$ cat src/rtl/aes_block_sequencer_if.sv
// Handshake and engine bundle for aes_block_sequencer.
// master = host plus engine side (drives requests and engine results); slave = the sequencer.
interface aes_block_sequencer_if #(
  parameter int BLOCK_W = 128
);
  logic               in_valid;
  logic               in_ready;
  logic [BLOCK_W-1:0] in_block;
  logic               in_decrypt;
  logic               in_first;
  logic [BLOCK_W-1:0] iv;
  logic [BLOCK_W-1:0] key;
  logic               out_valid;
  logic               out_ready;
  logic [BLOCK_W-1:0] out_block;
  logic               err;
  logic [BLOCK_W-1:0] eng_data;
  logic [BLOCK_W-1:0] eng_key;
  logic               eng_start_enc;
  logic               eng_start_dec;
  logic               eng_done_enc;
  logic               eng_done_dec;
  logic [BLOCK_W-1:0] eng_cipher;
  logic [BLOCK_W-1:0] eng_plain;

  modport master (
    output in_valid, in_block, in_decrypt, in_first, iv, key, out_ready,
           eng_done_enc, eng_done_dec, eng_cipher, eng_plain,
    input  in_ready, out_valid, out_block, err,
           eng_data, eng_key, eng_start_enc, eng_start_dec
  );

  modport slave (
    input  in_valid, in_block, in_decrypt, in_first, iv, key, out_ready,
           eng_done_enc, eng_done_dec, eng_cipher, eng_plain,
    output in_ready, out_valid, out_block, err,
           eng_data, eng_key, eng_start_enc, eng_start_dec
  );
endinterface

$ cat src/rtl/aes_block_sequencer.sv
// Single-block-in-flight sequencer between a host block stream and an AES encrypt/decrypt engine pair.
// Define AES_SEQ_CBC_EN for CBC chaining; left undefined the block is pure ECB with no chain register.
module aes_block_sequencer #(
  parameter int BLOCK_W     = 128,
  parameter int TIMEOUT_CYC = 64
) (
  input logic                  clk,
  input logic                  reset,
  aes_block_sequencer_if.slave bus
);
  localparam int CNT_W = $clog2(TIMEOUT_CYC);

  typedef enum logic [1:0] {IDLE, ISSUE, WAIT, OUT} state_t;

  state_t             state;
  logic               dec_q;
  logic               armed;
  logic [CNT_W-1:0]   cnt;
  logic               done_match;
  logic [BLOCK_W-1:0] chain_cur;
  logic [BLOCK_W-1:0] chain_sel;

`ifdef AES_SEQ_CBC_EN
  logic [BLOCK_W-1:0] chain;
  assign chain_cur = chain;
  assign chain_sel = bus.in_first ? bus.iv : chain;
`else
  assign chain_cur = '0;
  assign chain_sel = '0;
`endif

  assign done_match = dec_q ? bus.eng_done_dec : bus.eng_done_enc;

  // NOTE: all state and outputs update with <= so every branch sees the pre-edge values.
  always_ff @(posedge clk) begin
    if (reset) begin
      state             <= IDLE;
      dec_q             <= 1'b0;
      armed             <= 1'b0;
      cnt               <= '0;
      bus.in_ready      <= 1'b1;
      bus.out_valid     <= 1'b0;
      bus.out_block     <= '0;
      bus.err           <= 1'b0;
      bus.eng_data      <= '0;
      bus.eng_key       <= '0;
      bus.eng_start_enc <= 1'b0;
      bus.eng_start_dec <= 1'b0;
`ifdef AES_SEQ_CBC_EN
      chain             <= '0;
`endif
    end else begin
      bus.err           <= 1'b0;
      bus.eng_start_enc <= 1'b0;
      bus.eng_start_dec <= 1'b0;

      case (state)
        IDLE: begin
          if (bus.in_valid && bus.in_ready) begin
            dec_q             <= bus.in_decrypt;
            bus.eng_key       <= bus.key;
            // eng_data doubles as the captured block: it is the ciphertext on decrypt.
            bus.eng_data      <= bus.in_decrypt ? bus.in_block : (bus.in_block ^ chain_sel);
`ifdef AES_SEQ_CBC_EN
            chain             <= chain_sel;
`endif
            bus.eng_start_enc <= ~bus.in_decrypt;
            bus.eng_start_dec <= bus.in_decrypt;
            bus.in_ready      <= 1'b0;
            state             <= ISSUE;
          end
        end

        ISSUE: begin
          cnt   <= '0;
          armed <= 1'b0;
          state <= WAIT;
        end

        WAIT: begin
          cnt <= cnt + 1'b1;
          // A done left high by the previous operation is ignored until seen low once.
          if (!done_match) armed <= 1'b1;
          if (armed && done_match) begin
            bus.out_valid <= 1'b1;
            if (dec_q) begin
              bus.out_block <= bus.eng_plain ^ chain_cur;
`ifdef AES_SEQ_CBC_EN
              chain         <= bus.eng_data;
`endif
            end else begin
              bus.out_block <= bus.eng_cipher;
`ifdef AES_SEQ_CBC_EN
              chain         <= bus.eng_cipher;
`endif
            end
            state <= OUT;
          end else if (cnt == CNT_W'(TIMEOUT_CYC - 1)) begin
            bus.err      <= 1'b1;
            bus.in_ready <= 1'b1;
            state        <= IDLE;
          end
        end

        OUT: begin
          if (bus.out_ready) begin
            bus.out_valid <= 1'b0;
            bus.in_ready  <= 1'b1;
            state         <= IDLE;
          end
        end

        default: state <= IDLE;
      endcase
    end
  end
endmodule

$ cat src/flat_wrapper.sv
// flat-port wrapper written by rule: the top's interface ports become plain ports
module aes_block_sequencer_flat 
#(
  parameter int BLOCK_W     = 128,
  parameter int TIMEOUT_CYC = 64
)
  (clk, reset, bus_in_valid, bus_in_block, bus_in_decrypt, bus_in_first, bus_iv, bus_key, bus_out_ready, bus_eng_done_enc, bus_eng_done_dec, bus_eng_cipher, bus_eng_plain, bus_in_ready, bus_out_valid, bus_out_block, bus_err, bus_eng_data, bus_eng_key, bus_eng_start_enc, bus_eng_start_dec);
  aes_block_sequencer_if #(.BLOCK_W(BLOCK_W)) bus_i ();
  input logic clk;
  input logic reset;
  input wire logic [$bits(bus_i.in_valid)-1:0] bus_in_valid;
  input wire logic [$bits(bus_i.in_block)-1:0] bus_in_block;
  input wire logic [$bits(bus_i.in_decrypt)-1:0] bus_in_decrypt;
  input wire logic [$bits(bus_i.in_first)-1:0] bus_in_first;
  input wire logic [$bits(bus_i.iv)-1:0] bus_iv;
  input wire logic [$bits(bus_i.key)-1:0] bus_key;
  input wire logic [$bits(bus_i.out_ready)-1:0] bus_out_ready;
  input wire logic [$bits(bus_i.eng_done_enc)-1:0] bus_eng_done_enc;
  input wire logic [$bits(bus_i.eng_done_dec)-1:0] bus_eng_done_dec;
  input wire logic [$bits(bus_i.eng_cipher)-1:0] bus_eng_cipher;
  input wire logic [$bits(bus_i.eng_plain)-1:0] bus_eng_plain;
  output wire logic [$bits(bus_i.in_ready)-1:0] bus_in_ready;
  output wire logic [$bits(bus_i.out_valid)-1:0] bus_out_valid;
  output wire logic [$bits(bus_i.out_block)-1:0] bus_out_block;
  output wire logic [$bits(bus_i.err)-1:0] bus_err;
  output wire logic [$bits(bus_i.eng_data)-1:0] bus_eng_data;
  output wire logic [$bits(bus_i.eng_key)-1:0] bus_eng_key;
  output wire logic [$bits(bus_i.eng_start_enc)-1:0] bus_eng_start_enc;
  output wire logic [$bits(bus_i.eng_start_dec)-1:0] bus_eng_start_dec;
  assign bus_i.in_valid = bus_in_valid;
  assign bus_i.in_block = bus_in_block;
  assign bus_i.in_decrypt = bus_in_decrypt;
  assign bus_i.in_first = bus_in_first;
  assign bus_i.iv = bus_iv;
  assign bus_i.key = bus_key;
  assign bus_i.out_ready = bus_out_ready;
  assign bus_i.eng_done_enc = bus_eng_done_enc;
  assign bus_i.eng_done_dec = bus_eng_done_dec;
  assign bus_i.eng_cipher = bus_eng_cipher;
  assign bus_i.eng_plain = bus_eng_plain;
  assign bus_in_ready = bus_i.in_ready;
  assign bus_out_valid = bus_i.out_valid;
  assign bus_out_block = bus_i.out_block;
  assign bus_err = bus_i.err;
  assign bus_eng_data = bus_i.eng_data;
  assign bus_eng_key = bus_i.eng_key;
  assign bus_eng_start_enc = bus_i.eng_start_enc;
  assign bus_eng_start_dec = bus_i.eng_start_dec;
  aes_block_sequencer #(.BLOCK_W(BLOCK_W), .TIMEOUT_CYC(TIMEOUT_CYC)) u_core (.clk(clk), .reset(reset), .bus(bus_i));
endmodule
$ cat config.mk
export PLATFORM = sky130hd
export DESIGN_NAME = aes_block_sequencer_flat
export DESIGN_NICKNAME = d
export VERILOG_FILES = /design/src/rtl/aes_block_sequencer_if.sv /design/src/rtl/aes_block_sequencer.sv /design/src/flat_wrapper.sv
export SDC_FILE = /design/constraint.sdc
export NUM_CORES = 1
export LEC_CHECK = 0
export ABC_AREA = 1
export CORE_AREA = 2 2 407 409
export DETAILED_ROUTE_END_ITERATION = 6
export DIE_AREA = 0 0 409 411
export SLEW_MARGIN = 10
export SYNTH_ARGS = -nofsm -noshare
export SYNTH_HDL_FRONTEND = slang
export SYNTH_SLANG_ARGS = --single-unit
export TNS_END_PERCENT = 30
$ cat constraint.sdc
create_clock -name clk -period 3.22 [get_ports clk]
set_clock_uncertainty 0.1 [all_clocks]
set_input_delay 0.483 -clock clk [delete_from_list [all_inputs] [get_ports clk]]
set_output_delay 0.483 -clock clk [all_outputs]
set_load 0.05 [all_outputs]
==> Word-level counts from Yosys, hierarchy flattened <==
Cells that the tools add are included.
W data, S select, Z words.
{ "totals": {"wordCells": 61, "regBits": 399, "inputBits": 648, "out_inout_bits": 389} }
{ "op_classes": {"n_addsub": 1, "n_reduce_logical": 14, "bitwise_logic": 4, "eq_ne": 11, "n_mux": 19} }
{ "ops": {"columns": ["operator", "count"], "rows": [
  ["$mux W128", 1],
  ["$pmux W6 S2", 1],
  ["$mux W1", 9],
  ["$mux W2", 4],
  ["$pmux W2 S4", 1],
  ["$add A6 B1 Y6 const B", 1],
  ["$eq A6 B6 Y1 const B", 1],
  ["$ne A2 B1 Y1 const B", 3],
  ["$ne A2 B2 Y1 const B", 3],
  ["$reduce_and A2 Y1", 3],
  ["$reduce_and A3 Y1", 2],
  ["$reduce_or A3 Y1", 2],
  ["$reduce_and A5 Y1", 1],
  ["$eq A2 B2 Y1 const B", 2],
  ["$not A1 Y1", 4],
  ["$pmux W1 S2", 2],
  ["$reduce_bool A2 Y1", 2],
  ["$ne A3 B1 Y1 const B", 1],
  ["$pmux W1 S3", 1],
  ["$reduce_bool A3 Y1", 1],
  ["$eq A2 B1 Y1 const B", 1],
  ["$logic_and A1 B1 Y1", 2],
  ["$logic_not A2 Y1", 1]
]} }

==> Depth between registers and ports, before layout <==
Gate-level depths: netlist of run 1.
{ "logic_depth": {"ltp_word": 4, "depth_mapped": 9, "ltp_nobuf": 9} }

==> Worst setup path after synthesis of run 1 <==
No wires, ideal clock.
{ "synth_timing": {"kind": "register -> register", "start": "register u_core.bus.in_ready", "end": "register u_core.bus.eng_data[21] in the netlist's numbering", "setup_time_ps": 70, "n_path_buf": 2, "arrival_ps": 1558, "t_required_ps": 3050, "period_less_slack_ps": 1729, "path_stages_with_launch": 7, "setup_slack_ps": 1491, "cell_sequence": "dfxtp_1 nand3_1 inv_1 buf_2 buf_2 nand2_1 a21oi_1"} }
{ "synth_between": {"elab_chain_len": 2} }
{ "synth_lines": {"columns": ["item", "line", "text"], "rows": [
  ["start, declared", "aes_block_sequencer_if.sv:36", "output in_ready, out_valid, out_block, err,"],
  ["start signal, assigned", "aes_block_sequencer.sv:41", "bus.in_ready <= 1'b1;"],
  ["start signal, assigned", "aes_block_sequencer.sv:69", "bus.in_ready <= 1'b0;"],
  ["start signal, assigned", "aes_block_sequencer.sv:100", "bus.in_ready <= 1'b1;"],
  ["$logic_and A1 B1 Y1", "aes_block_sequencer.sv:59", "if (bus.in_valid && bus.in_ready) begin"],
  ["$reduce_and A2 Y1 (no line)", null, null],
  ["end signal, assigned", "aes_block_sequencer.sv:63", "bus.eng_data <= bus.in_decrypt ? bus.in_block : (bus.in_block ^ chain_sel);"],
  ["end, declared", "aes_block_sequencer_if.sv:37", "eng_data, eng_key, eng_start_enc, eng_start_dec"]
]} }
No other way between the ends.
A chain may end at the register's enable or synchronous reset.

==> Worst setup path after layout of run 1 <==
{ "layout_timing": {"start": "register u_core.bus.out_block[71]", "end": "output port bus_out_block[71]"} }
{ "layout_lines": {"columns": ["item", "line", "text"], "rows": [
  ["start, declared", "aes_block_sequencer_if.sv:36", null],
  ["start signal, assigned", "aes_block_sequencer.sv:87", "bus.out_block <= bus.eng_plain ^ chain_cur;"],
  ["start signal, assigned", "aes_block_sequencer.sv:92", "bus.out_block <= bus.eng_cipher;"],
  ["end, declared", "flat_wrapper.sv:24", "output wire logic [$bits(bus_i.out_block)-1:0] bus_out_block;"]
]} }
No word-level cell between the ends.

==> run summary, run 1 <==
Fin area: 0.0287 mm²
YS warnings: 0
Multi-input logic area: 0.00666 mm²
Nets: 3,671
CP max stage delay: 1.07 ns
WL final: 104,000 µm
TNS Setup: 0 ns
Clock Sinks: 399
LEAKAGE: 0.0102 µW
Initial antenna violation count: 53
Detailed-router iteration count before antenna repair: 5
Final setup fails: 0
Post-Synthesis Net Count: 2,836
GR Overflow Total: 0
Yosys reg bits: 399
CP max-delay cell: clkdlybuf4s50_1
Sequential share of the synthesized area: 52.0%
RSZ-0062 raised after global routing: false
Switching pwr: 7910 µW
GRT Util Overall: 11.8%
Combinational power share: 38.3%
Seq. cell area: 0.00799 mm²
CP max FO: 2
Root Buffer: clkbuf_16
Post-CTS Setup Bufs: 0
FMAX: 377 MHz
CTS tree: done
Worst rel slew slack: 40.3%
R2R Setup Slk: 0.88 ns
WP data required: 2.64 ns
Maximum VDD drop: 0.469 mV
Rows: 149
Skew-Pair Late Insertion Delay: 0.63 ns
Reg power frac: 30.7%
Clock-pin slew on the worst setup and hold paths: 0.06 ns
Top cells by area, synth: dfxtp_1, nand2_1, a21oi_1
Hold Vio Cnt, Final: 0
DR iter-0 viols: 837
Max-Cap Viols: 0
Largest net degree at the start of global routing: 125
Vias: 17,600
Synth cell types: 23
Mapped Cells: 2,182
Detail Route Antenna Nets: 0
Routability cong.: 0.884
Number of port buffers: 907
Crit-path cells: clkdlybuf4s50_1
Starting Density: 9.38%
First-pass GRT wire length: 139,000 µm
H-Tree Depth: 2
Min Tclk post-route: 2.65 ns
Post-DP Area: 0.0269 mm²
Switching part of the total: 40.3%
Worst Hold Class: primary input to flop
Die ar.: 0.168 mm²
Clock Tree Buf Depth: 3
Measured slew at the worst slew-check pin: 0.893 ns
HPWL after detailed placement: 86,600 µm
Status: finished, final reports clean
Share of the synthesized area in the top cell type: 52.0%
Drt drc: 0
Tcrit/Tclk final: 82.3%
Pwr/cell area: 683 mW/mm²
Area Overhead vs Synth: 86.7%
Crit path capture type: output pin
Synthesized area: 0.0154 mm²
IO Pins: 1,037
Slew Limit Fails: 0
# resized after CTS: 0
Layout cells sized above 1: 4.91%
Pint: 11,700 µW
Post-Syn Area per Cell: 7.04 µm²
Power share of the clock group: 31.0%
Core outline area: 0.164 mm²
Die width: 409 µm
CP Class: flop to output pin
Crit path max-delay family: buffers and inverters
Commonest non-fill, non-tap cells in the layout: nand2_1, clkdlybuf4s50_1, dfxtp_1
CTS Hold Bufs: 0
WL/cell: 19.9 µm
Number of global-route vias before repair: 17,400
Die H: 411 µm
Type of origin of the critical path: flop
Yosys top cell by area: dfxtp_1
Vias/cell: 3.35
Most common cell after layout, fill and taps aside: nand2_1
Num CTS Buffers: 52
Layout fillers: 18,500
WP data arrival: 2.07 ns
Crit path buffers/inverters: 1
[power groups by stage]
stage / combinational [µW] / sequential, µW / clock (µW)
2_1_floorplan: 2100 / 8300 / 0
3_3_place_gp: 7580 / 6090 / 0
3_5_place_dp: 7580 / 6130 / 0
4_1_cts: 7600 / 6030 / 6310
5_1_grt: 8040 / 6110 / 6460
6_report: 7500 / 6020 / 6080
[path summary, 6_finish.rpt]
| path | startpoint | depth (start not counted) | endpoint |
|---|---|---|---|
| min reg2reg | u_core.bus.out_valid | 2 | u_core.bus.out_valid |
| max reg2reg | u_core.dec_q | 7 | u_core.bus.out_block[2] |
| max | u_core.bus.out_block[71] | 1 | bus_out_block[71] |
| min | reset | 2 | u_core.bus.out_block[0] |
[cell type report]
class,count,area share [%]
clock inverter,24,0.968
tap,2189,9.55
antenna,7,0.0611
multi-input combinational,1609,23.2
timing repair buffer,938,32.9
sequential,399,27.9
clock buffer,69,5.19
inverter,17,0.283
[sequential cells by signal (all words and copies together), names as in the netlist]
register                  count
u_core.bus.eng_start_dec      1
u_core.bus.out_valid          1
u_core.bus.eng_start_enc      1
u_core.armed                  1
u_core.bus.eng_key          128
u_core.dec_q                  1
u_core.bus.out_block        128
u_core.bus.eng_data         128
u_core.cnt                    6
u_core.state                  2
u_core.bus.err                1
u_core.bus.in_ready           1
[per-layer routing]
| metal | part of all wire (%) | track usage, % | vias up |
|---|---|---|---|
| met4 | 2.5 | 2.61 | 6 |
| li1 | - | - | 8570 |
| met5 | 0.039 | 0 | - |
| met2 | 49 | 21.4 | 769 |
| met3 | 7.5 | 3.31 | 171 |
| met1 | 41 | 13.8 | 8075 |
[cell usage after synthesis]
cell      number
or2_2          2
a21oi_1      391
inv_2          1
ha_1           6
dfxtp_1      399
o21ai_2        1
xnor2_1        1
nand2_1     1176
buf_1          7
o21ai_0        2
a31o_2         1
buf_6          1
nand4_1        2
a211oi_1       1
nand3_2        1
buf_2         56
inv_1         16
buf_4          3
nand3_1       10
nor3_1         3
and3_1         1
clkbuf_1      90
nor2_1        11
[cell families after synthesis]
kind of cell / synth area share [%]
flip-flops: 52.0
XOR/XNOR: 0.0570
AO/OA/AOI/OAI: 13.0
buffers and inverters: 4.83
AND/OR/NAND/NOR: 29.7
adder cells (fa/ha/maj): 0.489
[metrics by stage]
stage,util (%),cells,power [µW],hold WS [ns],worst slack (ns)
after floorplan,-,2182,10400,0.361,1.49
after global placement,16.4,5152,13700,0.352,0.708
after detailed placement,16.4,5152,13700,0.353,0.650
after CTS,17.5,5245,19900,0.152,0.479
after global routing,17.5,5248,20600,0.164,0.516
final,17.5,5252,19600,0.165,0.570
Power figures use the tool's default switching activity.
==> inputs of run 2 (changes only) <==
--- a/config.mk
+++ b/config.mk
@@ -6,9 +6,9 @@
 export NUM_CORES = 1
 export LEC_CHECK = 0
 export ABC_AREA = 1
-export CORE_AREA = 2 2 407 409
+export CORE_AREA = 2 2 399 401
 export DETAILED_ROUTE_END_ITERATION = 6
-export DIE_AREA = 0 0 409 411
+export DIE_AREA = 0 0 401 403
 export SLEW_MARGIN = 10
 export SYNTH_ARGS = -nofsm -noshare
 export SYNTH_HDL_FRONTEND = slang
==> constraint.sdc (replaced) <==
create_clock -name clk -period 2.4 [get_ports clk]
set_clock_uncertainty 0.1 [all_clocks]
set_input_delay 0.36 -clock clk [delete_from_list [all_inputs] [get_ports clk]]
set_output_delay 0.36 -clock clk [all_outputs]
set_load 0.05 [all_outputs]
==> run 2 against run 1 <==
Sequential power rose by 33%; routed wire length rose by 2.7%; die area fell by 3.9%; core utilization rose by 0.60 points; sequential cell count did not move; non-clock buffer count rose by 5; global-route usage rose by 0.81 points; largest cell class unchanged.
==> run summary, run 2 (same netlist as run 1, synthesis figures left out) <==
Die ar.: 0.162 mm² (-3.9%)
Worst rel slew slack: 55.2% (+15 points)
Crit-path cells: clkdlybuf4s50_1
Tcrit/Tclk final: 97.0%
WP data required: 1.94 ns (-0.70 ns)
Initial antenna violation count: 66 (+25%)
Largest net degree at the start of global routing: 96 (-23%)
H-Tree Depth: 2 (unchanged)
Crit path max-delay family: buffers and inverters
GR Overflow Total: 0 (unchanged)
Measured slew at the worst slew-check pin: 0.675 ns (-0.218 ns)
Clock Tree Buf Depth: 3 (unchanged)
Biggest regs: u_core.bus.eng_data: 128 flops, u_core.bus.eng_key: 128 flops, u_core.bus.out_block: 128 flops
Core outline area: 0.157 mm² (-3.9%)
HPWL after detailed placement: 88,200 µm (+1.8%)
Rows: 146 (-2.0%)
WL final: 107,000 µm (+2.7%)
Vias: 17,700 (+0.82%)
Clock Sinks: 399 (unchanged)
CP max FO: 2 (unchanged)
IO Pins: 1,037 (unchanged)
Status: finished, final reports clean
Core Util, Final: 18.1% (+0.60 points)
Place WS: 0.249 ns (-0.401 ns)
Final setup fails: 0 (unchanged)
Maximum VDD drop: 0.727 mV (+55%)
TNS Setup: 0 ns (unchanged)
Type of origin of the critical path: flop
Hold Vio Cnt, Final: 0 (unchanged)
RSZ-0062 raised after global routing: false
Layout fillers: 17,700 (-4.3%)
CP Class: flop to output pin
Die width: 401 µm (-2.0%)
Fin area: 0.0285 mm² (-0.59%)
Commonest non-fill, non-tap cells in the layout: nand2_1, clkdlybuf4s50_1, dfxtp_1
Crit path capture type: output pin
WP data arrival: 1.87 ns (-0.20 ns)
Number of global-route vias before repair: 17,100 (-1.8%)
DR iter-0 viols: 1,084 (+30%)
Die H: 403 µm (-1.9%)
Setup slack after layout: 0.0731 ns (-0.497 ns)
CP max stage delay: 0.87 ns (-0.20 ns)
Starting Density: 9.76% (+0.38 points)
Min Tclk post-route: 2.33 ns
Clock-pin slew on the worst setup and hold paths: 0.07 ns (about the same)
GRT Util Overall: 12.6% (+0.81 points)
Crit path buffers/inverters: 1 (unchanged)
WL/cell: 20.8 µm (+4.8%)
Drt drc: 0 (unchanged)
R2R Setup Slk: 0.39 ns (-0.49 ns)
Nets: 3,678 (+0.19%)
Area Overhead vs Synth: 85.6%
Slew Limit Fails: 0 (unchanged)
First-pass GRT wire length: 141,000 µm (+1.3%)
LEAKAGE: 0.0107 µW (+5.3%)
Most common cell after layout, fill and taps aside: nand2_1
Root Buffer: clkbuf_16
Post-DP Area: 0.0266 mm² (-1.1%)
Max-Cap Viols: 0 (unchanged)
Detail Route Antenna Nets: 0 (unchanged)
FMAX: 430 MHz
Pwr/cell area: 941 mW/mm² (+38%)
Multi-input logic area: 0.00666 mm² (unchanged)
Num CTS Buffers: 54 (+3.8%)
Layout cells sized above 1: 8.25% (+3.3 points)
CP max-delay cell: clkdlybuf4s50_1
Detailed-router iteration count before antenna repair: 5 (unchanged)
Number of port buffers: 907 (unchanged)
Vias/cell: 3.44 (+2.8%)
Skew-Pair Late Insertion Delay: 0.64 ns (about the same)
Seq. cell area: 0.00799 mm² (unchanged)
Worst Hold Class: primary input to flop
CTS tree: done
Routability cong.: 0.858 (-2.9%)
## run 2: cell count changes in the layout (fill, tap and decap cells not counted), sizes merged
cell | previous run | this run
clkdlybuf4s50 | 884 | 751
buf | 54 | 151
dlygate4sd2 | 0 | 33
dlymetal6s2s | 0 | 7
clkbuf | 69 | 74
clkinvlp | 1 | 5
diode | 7 | 9
clkinv | 15 | 14
dlygate4sd3 | 0 | 1
inv | 20 | 19
## run 2: routing by layer
layer,GRT usage [%],part of all wire (%),up-vias
li1,-,-,8599
met1,14.3,40,8170
met2,22.2,48,760
met3,4.71,9.2,199
met4,3.38,3.0,8
met5,0,0.043,-
## run 2: what timing repair did
action / in CTS / in global routing
setup endpoints to repair: 33 / 7
setup buffers: 0 / 0
resized for setup: 33 / 7
endpoints found under the hold margin: 22 / 0
hold buffers: 1 / 0
cloned: 0 / 0
## run 2: metrics by stage
stage                     cells  hold WS [ns]  total power (µW)
final                      5149         0.146             26800
after global routing       5145         0.100             28200
after CTS                  5140        0.0510             27400
after detailed placement   5039         0.354             18600
after global placement     5039         0.352             18500
after floorplan            2182         0.332             13900
## run 2: final timing paths
check        depth (start not counted)                       from                       end
max reg2reg                          7            u_core.state[0]    u_core.bus.eng_key[11]
max                                  1  u_core.bus.out_block[121]        bus_out_block[121]
min reg2reg                          2     u_core.bus.eng_key[62]    u_core.bus.eng_key[62]
min                                  3          bus_in_block[105]  u_core.bus.eng_data[105]
## run 2: where the power goes
part | switching, µW | leakage [µW] | internal (µW) | total, µW
registers | 494 | 0.00325 | 7530 | 8030
clock network | 3520 | 0.000912 | 5080 | 8590
logic | 7010 | 0.00655 | 3220 | 10200
total | 11000 | 0.0107 | 15800 | 26800
## run 2: cell type report
type | instances | share of cell area (%)
antenna | 9 | 0.0790
clock buffer | 74 | 5.42
clock inverter | 26 | 1.21
inverter | 17 | 0.285
multi-input combinational | 1609 | 23.3
sequential | 399 | 28.0
tap | 2072 | 9.09
timing repair buffer | 943 | 32.5
